$ cat src/rtl/regwr_pkg.sv
// Shared types and constants for the register-file write arbiter.
// Latency: n/a (declarations only).
// Backpressure: n/a.
package regwr_pkg;

  localparam int NREQ_DEF  = 3;
  localparam int NREGS_DEF = 32;
  localparam int AW_DEF    = 5;
  localparam int DW_DEF    = 32;

  // Register 0, optionally write-protected.
  localparam int R0_ADDR = 0;

  // Sequencer states: normal arbitration or register clear sweep.
  typedef enum logic {
    IDLE  = 1'b0,
    CLEAR = 1'b1
  } state_t;

  // Index width that never collapses to zero bits.
  function automatic int idx_width(input int n);
    return (n > 1) ? $clog2(n) : 1;
  endfunction

endpackage

$ cat src/rtl/rr_arbiter.sv
// Round-robin pick: first requester after ptr (wrapping) wins.
// Latency: combinational, 0 cycles.
// Backpressure: none; the caller masks the result when it cannot accept.
module rr_arbiter
  import regwr_pkg::*;
#(
  parameter int NREQ = NREQ_DEF,
  parameter int PW   = idx_width(NREQ_DEF)
) (
  input  logic [NREQ-1:0] req,
  input  logic [PW-1:0]   ptr,
  output logic [NREQ-1:0] gnt,
  output logic [PW-1:0]   win,
  output logic            found
);

  // Scan ptr+1, ptr+2, ... ptr (mod NREQ); the last-served requester goes last.
  always_comb begin
    gnt   = '0;
    win   = '0;
    found = 1'b0;
    for (int k = 1; k <= NREQ; k++) begin
      if (!found && req[(int'(ptr) + k) % NREQ]) begin
        found = 1'b1;
        win   = PW'((int'(ptr) + k) % NREQ);
        gnt[(int'(ptr) + k) % NREQ] = 1'b1;
      end
    end
  end

endmodule

$ cat src/rtl/regfile_wr_arbiter.sv
// Shares the register-file write port between NREQ writers and runs clear sweeps.
// Latency: gnt combinational with req; reg_ena/reg_d one cycle after gnt.
// Backpressure: requests held until gnt; none granted during a sweep or on clear_go.
// Build option: define REGWR_R0_PROTECT_EN to make r0 read-only (writes granted, dropped).
module regfile_wr_arbiter
  import regwr_pkg::*;
#(
  parameter int NREQ  = NREQ_DEF,
  parameter int NREGS = NREGS_DEF,
  parameter int AW    = AW_DEF,
  parameter int DW    = DW_DEF
) (
  input  logic              clk,
  input  logic              clrn,
  input  logic [NREQ-1:0]   req,
  input  logic [NREQ*AW-1:0] req_addr,
  input  logic [NREQ*DW-1:0] req_data,
  output logic [NREQ-1:0]   gnt,
  input  logic              clear_go,
  output logic              clear_busy,
  output logic [NREGS-1:0]  reg_ena,
  output logic [NREGS-1:0]  reg_clr,
  output logic [DW-1:0]     reg_d
);

  localparam int PW = idx_width(NREQ);
  localparam int CW = idx_width(NREGS);

  state_t          state;
  logic [PW-1:0]   rr_ptr;
  logic [CW-1:0]   sweep_cnt;

  logic [NREQ-1:0] arb_gnt;
  logic [PW-1:0]   win;
  logic            found;
  logic            arb_en;
  logic            fire;
  logic [AW-1:0]   win_addr;
  logic [DW-1:0]   win_data;
  logic            write_ok;
  logic [NREGS-1:0] ena_vec;

  rr_arbiter #(
    .NREQ (NREQ),
    .PW   (PW)
  ) u_arb (
    .req   (req),
    .ptr   (rr_ptr),
    .gnt   (arb_gnt),
    .win   (win),
    .found (found)
  );

  // Grants only in IDLE, out of reset, and when no clear is being started.
  always_comb begin
    arb_en   = clrn && (state == IDLE) && !clear_go;
    fire     = arb_en && found;
    gnt      = arb_en ? arb_gnt : '0;
    win_addr = req_addr[win*AW +: AW];
    win_data = req_data[win*DW +: DW];
`ifdef REGWR_R0_PROTECT_EN
    write_ok = (int'(win_addr) < NREGS) && (win_addr != AW'(R0_ADDR));
`else
    write_ok = (int'(win_addr) < NREGS);
`endif
    ena_vec  = write_ok ? (NREGS'(1) << win_addr) : '0;
  end

  assign clear_busy = (state == CLEAR);

  // FSM, round-robin pointer, sweep counter and registered row drives.
  always_ff @(posedge clk or negedge clrn) begin
    if (!clrn) begin
      state     <= IDLE;
      rr_ptr    <= PW'(NREQ - 1);
      sweep_cnt <= '0;
      reg_ena   <= '0;
      reg_clr   <= '0;
      reg_d     <= '0;
    end else begin
      case (state)
        IDLE: begin
          if (clear_go) begin
            // First swept row is presented together with clear_busy.
            state     <= CLEAR;
            sweep_cnt <= '0;
            reg_clr   <= NREGS'(1);
            reg_ena   <= '0;
          end else if (fire) begin
            rr_ptr  <= win;
            reg_ena <= ena_vec;
            reg_d   <= win_data;
          end else begin
            reg_ena <= '0;
          end
        end
        CLEAR: begin
          reg_ena <= '0;
          if (sweep_cnt == CW'(NREGS - 1)) begin
            state     <= IDLE;
            sweep_cnt <= '0;
            reg_clr   <= '0;
          end else begin
            sweep_cnt <= sweep_cnt + 1'b1;
            reg_clr   <= reg_clr << 1;
          end
        end
        default: begin
          state   <= IDLE;
          reg_ena <= '0;
          reg_clr <= '0;
        end
      endcase
    end
  end

endmodule

$ cat config.mk
export PLATFORM = sky130hd
export DESIGN_NAME = regfile_wr_arbiter
export DESIGN_NICKNAME = d
export VERILOG_FILES = /design/src/rtl/regwr_pkg.sv /design/src/rtl/rr_arbiter.sv /design/src/rtl/regfile_wr_arbiter.sv
export SDC_FILE = /design/constraint.sdc
export NUM_CORES = 1
export LEC_CHECK = 0
export BUFFER_PORTS_ARGS = -buffer_cell sky130_fd_sc_hd__buf_2
export CAP_MARGIN = 20
export CORE_AREA = 2 2 103 105
export CTS_BUF_LIST = sky130_fd_sc_hd__clkbuf_4 sky130_fd_sc_hd__clkbuf_8 sky130_fd_sc_hd__clkbuf_16
export DETAILED_ROUTE_END_ITERATION = 10
export DIE_AREA = 0 0 105 107
export GPL_TIMING_DRIVEN = 0
export PLACE_DENSITY = 0.92
export SETUP_SLACK_MARGIN = 0.2
export SYNTH_ARGS = -nofsm -noshare
export SYNTH_HDL_FRONTEND = slang
export SYNTH_SLANG_ARGS = --single-unit
$ cat constraint.sdc
create_clock -name clk -period 3.7 [get_ports clk]
set_input_delay 0 -clock clk [delete_from_list [all_inputs] [get_ports clk]]
set_output_delay 0 -clock clk [all_outputs]
set_load 0.02 [all_outputs]
* Word-level counts from Yosys, hierarchy flattened
Cells that the tools add are included.
Operators by class: shift operators 3, reduce and logical (&&, ||, !) cells 12, eq/ne operators 2, multiply operators 1, add/subtract/negate cells 4, bitwise operators 4, magnitude comparators 6, divide/modulo/power cells 3, mux-type cells 37
Operator list (count):
- $mux 32 | 4
- $pmux 32 s2 | 2
- $ge 32x1->1 const B | 3
- $lt 32x4->1 const B | 3
- $mod 32x3->32 const B | 3
- $shiftx 96x8->32 | 1
- $shl 1x5->32 const A | 1
- $shiftx 15x6->5 | 1
- $mux 1 | 14
- $mux 3 | 4
- $mux 5 | 2
- $pmux 5 s2 | 1
- $logic_and 1x1->1 | 8
- $add 2x2->3 const B | 2
- $bmux 1 s2 | 3
- $demux 1 s2 | 3
- $mux 2 | 3
- $or 3x3->3 | 2
- $add 5x1->5 const B | 1
- $eq 5x5->1 const B | 1
- $mul 2x3->5 const B | 1
- $add 2x1->3 const B | 1
- $logic_not 1->1 | 3
- $reduce_and 3->1 | 1
- 3 further kinds | 4
Word-level totals: input port bits 117, logic and storage cells 78, memories kept 0, register bits after elaboration 104, RAM bits 0, bits in latches 0, memory bits (read-only) 0

* Depth between registers and ports, before layout
depth in word-level cells 18, mapped depth 12

* Hierarchy
A second synthesis with hierarchy kept.
Unflattened totals: cells, all modules 453, area total of the unflattened synthesis 4704.5 sq um
By module, submodules not included:
- regfile_wr_arbiter | cells each 413, instances 1, area each 4423.0 sq um
- rr_arbiter | cells each 40, instances 1, area each 281.5 sq um

* Least setup slack after synthesis
Ideal clock, no wire load.
path type register to register, start register rr_ptr[1], end register reg_ena[8], period minus slack after synthesis 2539 ps, required time 3627 ps, slack 1161 ps, stages on the path, launching flop included 11, path buffers 2, arrival 2466 ps, library setup time 73 ps, path through dfstp_2 -> ha_1 -> buf_2 -> nand3b_2 -> o21ai_2 -> or3_1 -> buf_6 -> and4_4 -> a311oi_4 -> nand3_2 -> nor2_1
On the way: longest elaborated chain between the ends 18, elaborated cells on any way between the ends 32, those cells by class add/sub (3); mul (1); div (3); shift (2); mux (18); reduce/logical (5)
Ends and longest elaborated chain:
- start: declaration | RTL line regfile_wr_arbiter.sv:30 | logic [PW-1:0] rr_ptr;
- start signal: assignment | RTL line regfile_wr_arbiter.sv:75 | rr_ptr <= PW'(NREQ - 1);
- start signal: assignment | RTL line regfile_wr_arbiter.sv:90 | rr_ptr <= win;
- $add 2x1->3 | RTL line rr_arbiter.sv:23, rr_arbiter.sv:25
- $mod 32x3->32 | RTL line rr_arbiter.sv:23, rr_arbiter.sv:25
- $bmux 1 s2 | RTL line rr_arbiter.sv:23 | if (!found && req[(int'(ptr) + k) % NREQ]) begin
- $mux 1 (not written as such) (2 in a row) | RTL line rr_arbiter.sv:23
- $mux 1 | RTL line rr_arbiter.sv:23
- $logic_not 1->1 | RTL line rr_arbiter.sv:23
- $logic_and 1x1->1 | RTL line rr_arbiter.sv:23
- $mux 1 | RTL line rr_arbiter.sv:23
- $logic_not 1->1 | RTL line rr_arbiter.sv:23
- $logic_and 1x1->1 | RTL line rr_arbiter.sv:23
- $mux 2 | RTL line rr_arbiter.sv:23
- $mul 2x3->5 | RTL line regfile_wr_arbiter.sv:59 | win_addr = req_addr[win*AW +: AW];
- $shiftx 15x6->5 | RTL line regfile_wr_arbiter.sv:59
- $shl 1x5->32 | RTL line regfile_wr_arbiter.sv:66 | ena_vec = write_ok ? (NREGS'(1) << win_addr) : '0;
- $mux 32 (*) | RTL line regfile_wr_arbiter.sv:89 | end else if (fire) begin
- $mux 32 (*) | RTL line regfile_wr_arbiter.sv:83 | if (clear_go) begin
- $pmux 32 s2 (*) | RTL line regfile_wr_arbiter.sv:81 | case (state)
- end signal: assignment | RTL line regfile_wr_arbiter.sv:91 | reg_ena <= ena_vec;
- end: declaration | RTL line regfile_wr_arbiter.sv:21 | output logic [NREGS-1:0] reg_ena,
Every way passes the cells marked *; elsewhere a longest branch is shown, timed or not. The select of a mux whose other input is x is not followed. A chain may end at the register's enable or synchronous reset.

* Worst setup path in the final report
start register rr_ptr[0], end register reg_d[5]
On the way: longest elaborated chain between the ends 14, elaborated cells on any way between the ends 28, those cells by class add/sub (3); div (3); shift (1); mux (15); reduce/logical (6)
Ends and longest elaborated chain:
- branches (longest 14 deep; another with $mod 32x3->32)
- end signal: assignment | RTL line regfile_wr_arbiter.sv:92 | reg_d <= win_data;
- end: declaration | RTL line regfile_wr_arbiter.sv:23 | output logic [DW-1:0] reg_d
Several ways; the timed one is not identified. The select of a mux whose other input is x is not followed.

==> results.py <==
metrics = {
    "layout": {
        "drive_above_1_share_pct": 39.65,
        "sequential_cell_area_um2": 2604,
        "layout_common_cells": "buf_2, dfrtp_1, nor2_1, mux2i_1",
        "mostFrequentLayoutCell": "buf_2",
        "num-nets-final": 799,
        "area_of_the_multi_input_gates_um2": 2187,
        "synthToLayoutAreaGrowth_pct": 30.46,
        "layout.filler_cells": 844,
    },
    "pwr": {
        "vdd_drop_max_mv": 0.6979,
        "power_density_nw_per_um2": 748.1,
        "power.static_leakage_nw": 3.691,
    },
    "sta": {
        "report.final.hold_viol_count": 0,
        "final_min_period_over_clock_period_pct": 80.78,
        "tightest_slew_ns": 0.6663,
        "setup_repair_after_global_routing_missed_its_margin": "false",
        "finalClockSkew_ns": 0.02107,
        "fin_worst_hold_slack_ns": 0.01603,
        "setup_viol_count_final": 0,
        "maxSlewViolCount": 0,
        "relSlewSlack_pct": 55.37,
        "tns_ns": 0,
        "timing.final.crit_period_ns": 2.989,
        "highest_achievable_clock_rate_mhz": 334.6,
    },
    "cts": {
        "worst_skew_pair.late_latency_ns": 0.39,
        "cts_inserted_buffers": 9,
        "tritoncts_clock_tree": "done",
        "htree_levels": 3,
        "clkTransAtPathRegs_ns": 0.12,
        "cts-root-buf": "clkbuf_8",
        "cts_buffer_depth": 2,
        "cts.sink_count": 104,
        "cts_setup_buffers": 0,
    },
    "run_status": {
        "outcome": "completed",
    },
    "run": {
        "max-cap-violations": 0,
    },
    "floorplan": {
        "num_rows": 37,
        "fp.dieArea_um2": 11240,
        "pin_count": 217,
        "die-width_um": 105,
        "die_height_um": 107,
        "core_um2": 10090,
        "initial_core_utilization_pct": 49.26,
    },
    "detailed_routing": {
        "routed-wl-met3_um": 828,
        "route.top_layer_used": "met5",
        "drt_pre_antenna_iters": 6,
        "drc": 0,
        "detail_route.wirelength_um": 13560,
        "route.vias.total": 4395,
        "drtAntennaViolNets": 0,
        "met2_wl_um": 6737,
        "routed_wire_length_per_instance_um": 16.55,
        "post_drt_via_cell_ratio": 5.366,
        "detailedRoute.firstIterationViolations": 183,
        "m1WireLength_um": 5654,
    },
    "global_routing": {
        "number_of_global_route_vias_before_repair": 4411,
        "grt_max_degree": 61,
        "number_of_antenna_violations_at_the_first_check_in_global_routing": 3,
        "grt_usage_pct": 24.35,
        "grt_remaining_overflow": 0,
        "grt_pass1_wl_um": 21590,
    },
    "worst_setup_path": {
        "cp_slowest_cell": "dfrtp_1",
        "endpoint_kind": "flip-flop",
        "ff2ff_path_depth": 12,
        "cpPeakStageDelay_ns": 0.42,
        "worst-r2r-setup-slack_ns": 0.71,
        "timing.critical_path.required_ns": 3.99,
        "timing.critical_path.cells": "inv_1, ha_1, buf_2, nand3b_2, o21ai_2, or3_1, buf_6, nand2_4, buf_6, mux2i_1, a211oi_1, a21o_1",
        "crit_fanout": 10,
        "timing.rr.end": "reg_d[5]",
        "worst_path_most_repeated_cell": "buf_6",
        "critPathLaunchType": "flip-flop",
        "worstPathArrival_ns": 3.28,
        "source_of_the_worst_register_to_register_timing_path": "rr_ptr[0]",
        "critical_path_class": "reg2reg",
    },
    "synthesis": {
        "synth_warnings": 0,
        "number_of_distinct_library_cell_variants_in_the_gate_level_netlist_after_synthesis": 51,
        "ys_seq_elements": 104,
        "post_synth_instance_area_um2": 4971,
        "syn_inst": 446,
        "synth.avg_cell_area_um2": 11.15,
        "synth_sequential_area_ratio_pct": 52.38,
        "synthesis.nets": 569,
    },
    "hold_path": {
        "hold_path_depth": 4,
        "holdCritStartpoint": "req_data[91]",
        "worstHoldPathType": "in2reg",
        "hold_path_end": "reg_d[27]",
    },
    "placed_design": {
        "dpl.hpwl_um": 10590,
        "port_buffers": 216,
        "gp_routability_congestion": 0.9206,
    },
}
==> synthesized netlist by cell type (all sizes together) <==
cell type  count  share of area, %
dfrtp        103                52
nor2          77               5.8
mux2i         36               7.3
a211oi        35               5.4
a21o          34               5.1
a22o          33               5.8
clkbuf        15               1.1
o21ai         15               1.7
buf           14               2.0
nand2         13               1.3
nand2b         7              0.88
nand3          7               1.1
ha             6               1.5
inv            6              0.45
nand3b         5              0.83
a21oi          4              0.40
a311oi         4               1.9
a31oi          4              0.50
a21boi         3              0.45
nor2b          3              0.38
and4           2              0.45
nor3           2              0.20
o21a           2              0.30
o21bai         2              0.30
a22oi          1              0.15
and3           1              0.13
and4bb         1              0.25
dfstp          1              0.53
mux2           1              0.23
nand4          1              0.13
nor4bb         1              0.20
o2111ai        1              0.18
o211a          1              0.20
o211ai         1              0.25
or2            1              0.13
or2b           1              0.15
or3            1              0.13
or3b           1              0.18
==> per-layer routing <==
| metal | GRT usage (%) | up-vias |
|---|---|---|
| met5 | 0 | - |
| met4 | 9.905 | 2 |
| met3 | 6.018 | 32 |
| met2 | 40.49 | 176 |
| met1 | 30.58 | 2098 |
| li1 | - | 2087 |
==> per-stage QoR <==
stage	power [mW]	instances	setup WS (ns)	utilization, %	cell area, um^2
after floorplan	3.427	446	1.161	-	4971
after global placement	4.020	798	0.1015	61.65	6222
after detailed placement	4.131	799	0.7073	61.95	6252
after CTS	4.861	817	0.6943	64.21	6480
after global routing	5.153	819	0.4064	64.26	6485
final	4.852	819	0.7110	64.26	6485
==> worst max-delay path, delay by kind of cell, from the launching register on <==
kind,cells,cell delay (ns)
simple gates,3,0.71
buf+inv,4,0.65
compound gates,3,0.43
flops,1,0.42
mux,1,0.37
fa+ha+maj,1,0.33
==> where the power goes <==
part | leakage [nW] | internal, mW | switching [mW]
sequential | 1.40 | 1.35 | 0.152
combinational | 2.19 | 1.01 | 1.61
clock | 0.103 | 0.270 | 0.454
total | 3.69 | 2.63 | 2.22
==> cells by family (layout without fill, tap and decap cells) <==
family	Yosys count	after routing	share of synthesized area [%]
adders and majority gates	6	6	1.510
other	0	2	0
AOI/OAI and AO/OA	140	140	22.70
and+or+nand+nor	124	124	12.23
DFF	104	104	52.38
muxes	37	37	7.551
buffers and inverters	35	270	3.624
==> area by class of cell <==
class	count	area share [%]
Tap cell	136	2.624
Buffer	29	2.431
Antenna cell	2	0.07718
Clock buffer	9	1.910
Sequential cell	104	40.15
Timing Repair Buffer	219	17.44
Clock inverter	7	1.293
Inverter	6	0.3473
Multi-Input combinational cell	307	33.73
==> registers in the layout, summed over array words and instances (netlist names) <==
register and flops:
sweep_cnt 5, reg_ena 32, reg_clr 32, rr_ptr 2, clear_busy 1, reg_d 32
==> worst max-delay path by stage <==
stage,cells after the start,slack (ns),startpoint,end
final,12,0.71,rr_ptr[0],reg_d[5]
after global routing,10,0.41,rr_ptr[0],reg_ena[13]
after CTS,8,0.69,rr_ptr[1],reg_d[7]
after detailed placement,8,0.71,rr_ptr[1],reg_d[7]
after global placement,6,0.10,clrn,reg_ena[7]
after floorplan,10,1.16,rr_ptr[1],reg_ena[8]
==> repair_timing <==
item                      4_1_cts  5_1_grt
hold buffers                    2        0
resized for setup               0        0
hold endpoints to repair       44        0
Power figures use the tool's default switching activity.
